**src/rtl/zclock_gen.sv**
```systemverilog
// Z80 clock generator: divides clk into zclk_out with zpos/zneg strobes, one registered cycle after the deciding clk.
// Stalls (level or counted wait states) freeze the clock; turbo changes are applied only at a refresh-time rising edge.
module zclock_gen #(
    parameter int TURBO_W    = 2,
    parameter int HP_LOG_MAX = 2,
    parameter int WAIT_W     = 4,
    parameter int DOS_WAIT   = 4,
    parameter int IO_WAIT    = 8,
    parameter int IO_SLOW_HP = 2
) (
    input  logic               clk,
    input  logic               rst_n,
    input  logic [TURBO_W-1:0] turbo,
    input  logic               rfsh_n,
    input  logic               cpu_stall,
    input  logic               ide_stall,
    input  logic               dos_trig,
    input  logic               io_trig,
    output logic               zclk_out,
    output logic               zpos,
    output logic               zneg,
    output logic [TURBO_W-1:0] turbo_cur,
    output logic               stall_active
);

    localparam int HPW = HP_LOG_MAX + 1;
    localparam logic [WAIT_W-1:0] DOS_LEN = WAIT_W'(DOS_WAIT);
    localparam logic [WAIT_W-1:0] IO_LEN  = WAIT_W'(IO_WAIT);

    logic               r_zclk;
    logic               r_zpos;
    logic               r_zneg;
    logic               r_pending;
    logic [TURBO_W-1:0] r_turbo_cur;
    logic [HPW-1:0]     r_hp_cnt;
    logic [WAIT_W-1:0]  r_wait_cnt;

    logic [HPW-1:0]     w_hp;
    logic [HPW-1:0]     w_hp_last;
    logic               w_io_stall_now;
    logic               w_stall;
    logic               w_toggle;
    logic               w_differ;
    logic               w_apply;
    logic [WAIT_W-1:0]  w_wait_max;
    logic [WAIT_W-1:0]  w_wait_nxt;

    // Half-period in clk cycles for a turbo code; codes beyond HP_LOG_MAX saturate at 1.
    function automatic logic [HPW-1:0] hp_of(input logic [TURBO_W-1:0] t);
        int sh;
        sh = (int'(t) >= HP_LOG_MAX) ? 0 : HP_LOG_MAX - int'(t);
        return HPW'(1) << sh;
    endfunction

    always_comb begin
        w_hp           = hp_of(r_turbo_cur);
        w_hp_last      = w_hp - HPW'(1);
        w_io_stall_now = io_trig && (int'(w_hp) < IO_SLOW_HP);
        w_stall        = cpu_stall | ide_stall | dos_trig | w_io_stall_now | (r_wait_cnt != '0);

        // The counter holds remaining stall cycles including the current one, so the
        // trigger cycle consumes one unit of the loaded length.
        w_wait_max = r_wait_cnt;
        if (dos_trig && (DOS_LEN > w_wait_max)) begin
            w_wait_max = DOS_LEN;
        end
        if (w_io_stall_now && (IO_LEN > w_wait_max)) begin
            w_wait_max = IO_LEN;
        end
        w_wait_nxt = (w_wait_max != '0) ? (w_wait_max - WAIT_W'(1)) : '0;

        w_toggle = !w_stall && (r_hp_cnt >= w_hp_last);
        w_differ = (turbo != r_turbo_cur);
        // Switching only on a refresh-time rising edge restarts a full new half-period,
        // so no half can be shorter than the smaller of the two periods.
        w_apply  = w_toggle && !r_zclk && !rfsh_n && r_pending && w_differ;
    end

    always_ff @(posedge clk or negedge rst_n) begin
        if (!rst_n) begin
            r_zclk      <= 1'b0;
            r_zpos      <= 1'b0;
            r_zneg      <= 1'b0;
            r_pending   <= 1'b0;
            r_turbo_cur <= '0;
            r_hp_cnt    <= '0;
            r_wait_cnt  <= '0;
        end else begin
            r_wait_cnt <= w_wait_nxt;
            r_pending  <= w_differ && !w_apply;
            r_zpos     <= w_toggle && r_zclk;
            r_zneg     <= w_toggle && !r_zclk;
            if (w_toggle) begin
                r_zclk   <= !r_zclk;
                r_hp_cnt <= '0;
                if (w_apply) begin
                    r_turbo_cur <= turbo;
                end
            end else if (!w_stall) begin
                r_hp_cnt <= r_hp_cnt + HPW'(1);
            end
        end
    end

    assign zclk_out     = r_zclk;
    assign zpos         = r_zpos;
    assign zneg         = r_zneg;
    assign turbo_cur    = r_turbo_cur;
    assign stall_active = w_stall;

    a_strobe_excl: assert property (@(posedge clk) disable iff (!rst_n) !(r_zpos && r_zneg));
    a_stall_quiet: assert property (@(posedge clk) disable iff (!rst_n) w_stall |=> !(r_zpos || r_zneg));

endmodule

```
**config.mk**
```make
export PLATFORM = sky130hd
export DESIGN_NAME = zclock_gen
export DESIGN_NICKNAME = d
export VERILOG_FILES = /design/src/rtl/zclock_gen.sv
export SDC_FILE = /design/constraint.sdc
export NUM_CORES = 1
export LEC_CHECK = 0
export ABC_AREA = 1
export BUFFER_PORTS_ARGS = -buffer_cell sky130_fd_sc_hd__buf_2
export CORE_MARGIN = 8
export CORE_UTILIZATION = 45
export CTS_BUF_LIST = sky130_fd_sc_hd__clkbuf_2 sky130_fd_sc_hd__clkbuf_4 sky130_fd_sc_hd__clkbuf_8
export DETAILED_ROUTE_END_ITERATION = 12
export HOLD_SLACK_MARGIN = 0.15
export PLACE_DENSITY_LB_ADDON = 0.1
export SYNTH_ARGS = -nofsm -noshare
export SYNTH_HDL_FRONTEND = slang
export SYNTH_SLANG_ARGS = --single-unit
export TNS_END_PERCENT = 50
```
**constraint.sdc**
```tcl
create_clock -name clk -period 1.4 [get_ports clk]
set_input_delay 0 -clock clk [delete_from_list [all_inputs] [get_ports clk]]
set_output_delay 0 -clock clk [all_outputs]
set_load 0.05 [all_outputs]
```
==> impl_metrics.env <==
export IMPL_status="complete, but fails checks"
export IMPL_violations="setup timing"
export IMPL_synth_nets=91
export IMPL_avgViaCountPerCell=4.85
export IMPL_synthArstFlopShare_pct=100
export IMPL_ys_types=20
export IMPL_endpoint_kind="flop"
export IMPL_portBuffers=14
export IMPL_syn_area_um2=708
export IMPL_critPathKind="flop to flop"
export IMPL_fin_nets=124
export IMPL_power_mw=2.10
export IMPL_worstMarginPinSlew_ns=0.600
export IMPL_gp_congestion=0.760
export IMPL_grt_max_degree=14
export IMPL_crit_path_start_kind="flop"
export IMPL_drt_total_wl_um=1570
export IMPL_ant_nets=0
export IMPL_post_route_period_util_pct=106
export IMPL_cts_clk_slew_worst_paths_ns=0.08
export IMPL_clock_sinks=13
export IMPL_numCtsBuffers=3
export IMPL_setup_tns_ns=-0.445
export IMPL_pwr_density_cell_nw_per_um2=2050
export IMPL_rows=14
export IMPL_rsz0062_at_grt="true"
export IMPL_first_pass_iters=4
export IMPL_synthCells=79
export IMPL_avgSynthCellArea_um2=8.96
export IMPL_cts_buffer_depth=2
export IMPL_seq_area_um2=328
export IMPL_ios=15
export IMPL_final_max_slew_violation_count=0
export IMPL_pre_cts_slack_ns=-0.0831
export IMPL_clock_skew_ns=0.00161
export IMPL_core_area_um2=1490
export IMPL_dr_first_iter_drc_count=10
export IMPL_utilization_pct=68.7
export IMPL_drive_gt1_share_pct=45.0
export IMPL_track_usage_pct=10.8
export IMPL_ys_ff_latch=13
export IMPL_h_tree_depth=1
export IMPL_clkLatencyLatePin_ns=0.27
export IMPL_yosysWarnings=0
export IMPL_fp_dieW_um=55.7
export IMPL_maxCapViolations=0
export IMPL_drc=0
export IMPL_dieArea_um2=3100
export IMPL_wl_per_cell_um=12.4
export IMPL_synth_edff_count=0
export IMPL_ir_worst_vdd_v=0.00106
export IMPL_yosysTopAreaCell="dfrtp_1"
export IMPL_hpwl_um=1060
export IMPL_antenna_found_initial=0
export IMPL_fill_cells=117
export IMPL_finalSetupViolations=7
export IMPL_synth_top_area_share_pct=45.9
export IMPL_ys_flop_type="dfrtp_1"
export IMPL_synthTopCellsByCount="17 x nand2_1, 13 x dfrtp_1, 10 x inv_1, 8 x nor2_1"
export IMPL_required_ns=1.61
export IMPL_cts_tree="built"
export IMPL_hold_viol_final=0
export IMPL_post_route_min_period_ns=1.48
export IMPL_start_util_pct=47.6
export IMPL_hp_class="input port to flop"
export IMPL_grt_pass1_wl_um=2700
export IMPL_clock_root_buffer="clkbuf_4"
export IMPL_crit_arrival_ns=1.70
export IMPL_yosysSeqAreaShare_pct=45.9
export IMPL_vias=616
export IMPL_p_leak_nw=0.550
export IMPL_fin_ws_ns=-0.0809
export IMPL_synth_area_leaders="dfrtp_1 46%, nand2_1 9.0%, ha_1 5.3%, inv_1 5.3%, nand3_2 4.2%"
export IMPL_gr_total_overflow=0
export IMPL_die_h_um=55.7
export IMPL_grt_pass1_vias=632
export IMPL_multi_input_area_um2=403
export IMPL_worst_path_max_fanout=4
export IMPL_area_growth_syn_to_layout_pct=44.3
export IMPL_max_freq_ghz=0.675
export IMPL_synth_most_common_cell="nand2_1"
export IMPL_num_antenna_cells=0
export IMPL_slew_headroom_pct=59.9
[through the flow]
| stage | hold slack (ns) | cell area (um2) | cells |
|---|---|---|---|
| after detailed placement | -0.0933 | 855 | 113 |
| after global placement | -0.0956 | 855 | 113 |
| after floorplan | -0.296 | 734 | 79 |
| after CTS | 0.166 | 987 | 126 |
| after global routing | 0.199 | 1020 | 127 |
| final | 0.176 | 1020 | 127 |
[worst paths after layout]
| path | start | to | slack [ns] | cells past startpoint |
|---|---|---|---|---|
| max reg2reg | turbo_cur[1]$_DFFE_PN0P_ | turbo_cur[0]$_DFFE_PN0P_ | -0.08 | 8 |
| min reg2reg | zclk_out$_DFFE_PN0N_ | zclk_out$_DFFE_PN0N_ | 0.49 | 2 |
| min in group asynchronous | rst_n | r_wait_cnt[1]$_DFF_PN0_ | 0.79 | 3 |
| max | turbo_cur[1]$_DFFE_PN0P_ | turbo_cur[0]$_DFFE_PN0P_ | -0.08 | 8 |
| min | io_trig | r_wait_cnt[3]$_DFF_PN0_ | 0.18 | 5 |
| max in group asynchronous | rst_n | turbo_cur[1]$_DFFE_PN0P_ | 0.18 | 3 |
[layer usage]
| layer | track usage, % | up-vias | wire, um |
|---|---|---|---|
| met3 | 4.79 | 2 | 80 |
| met1 | 8.52 | 291 | 563 |
| li1 | - | 314 | - |
| met5 | 0 | - | 0 |
| met2 | 22.3 | 9 | 920 |
| met4 | 3.17 | 0 | 10 |
[timing repair]
action | in CTS | in global routing
pin swaps | 2 | 3
setup endpoints to repair | 8 | 10
resized for setup | 4 | 7
hold endpoints to repair | 18 | 0
buffers inserted | 3 | 1
hold buffers | 6 | 0
[cells in the final DEF, fill, tap and decap left out, drive strengths merged]
master       synthesis  final
a21oi                3      3
buf                  0     22
clkbuf               0      4
dfrtp               13     13
dlygate4sd3          0      6
ha                   3      3
inv                 11     11
nand2               20     20
nand3                7      7
nand4                1      1
nor2                13     13
o21a                 1      1
o21ai                4      4
or2                  1      1
xor2                 2      2
[report_power, final]
part           leakage (nW)  internal [mW]  switching (mW)  total (mW)
Combinational         0.368          0.450           0.751        1.20
Sequential            0.164          0.528           0.119       0.646
Clock                0.0184          0.130           0.119       0.248
[state kept, by name, summed over array words and instances (netlist names)]
register and cells:
turbo_cur 2, zpos 1, zneg 1, r_hp_cnt 3, r_wait_cnt 4, r_pending 1, zclk_out 1
[cells by family (layout without fill, tap and decap cells)]
logic type / after synthesis / in the layout / share of synthesized area, %
AOI/OAI and AO/OA: 8 / 8 / 6.01
xor gates and xnor gates: 2 / 2 / 2.47
adders and majority gates: 3 / 3 / 5.30
buffers and inverters: 11 / 43 / 5.83
DFF: 13 / 13 / 45.9
and+or+nand+nor: 42 / 42 / 34.5
[critical path, stage by stage, from the launching register on]
cell	delay [ns]
dfrtp_2	0.43
or2_4	0.25
ha_4	0.26
o21ai_2	0.07
nand2_4	0.11
nand3_4	0.10
nor2_4	0.10
nand2_1	0.06
nand2_1	0.05
[final cells by class]
cell class	instances	share of cell area (%)
Multi-Input combinational cell	55	39.4
Sequential cell	13	32.1
Timing Repair Buffer	28	19.6
Inverter	11	4.04
Clock buffer	4	2.94
Tap cell	16	1.96
Note: power is estimated with default switching activity, not from simulation.
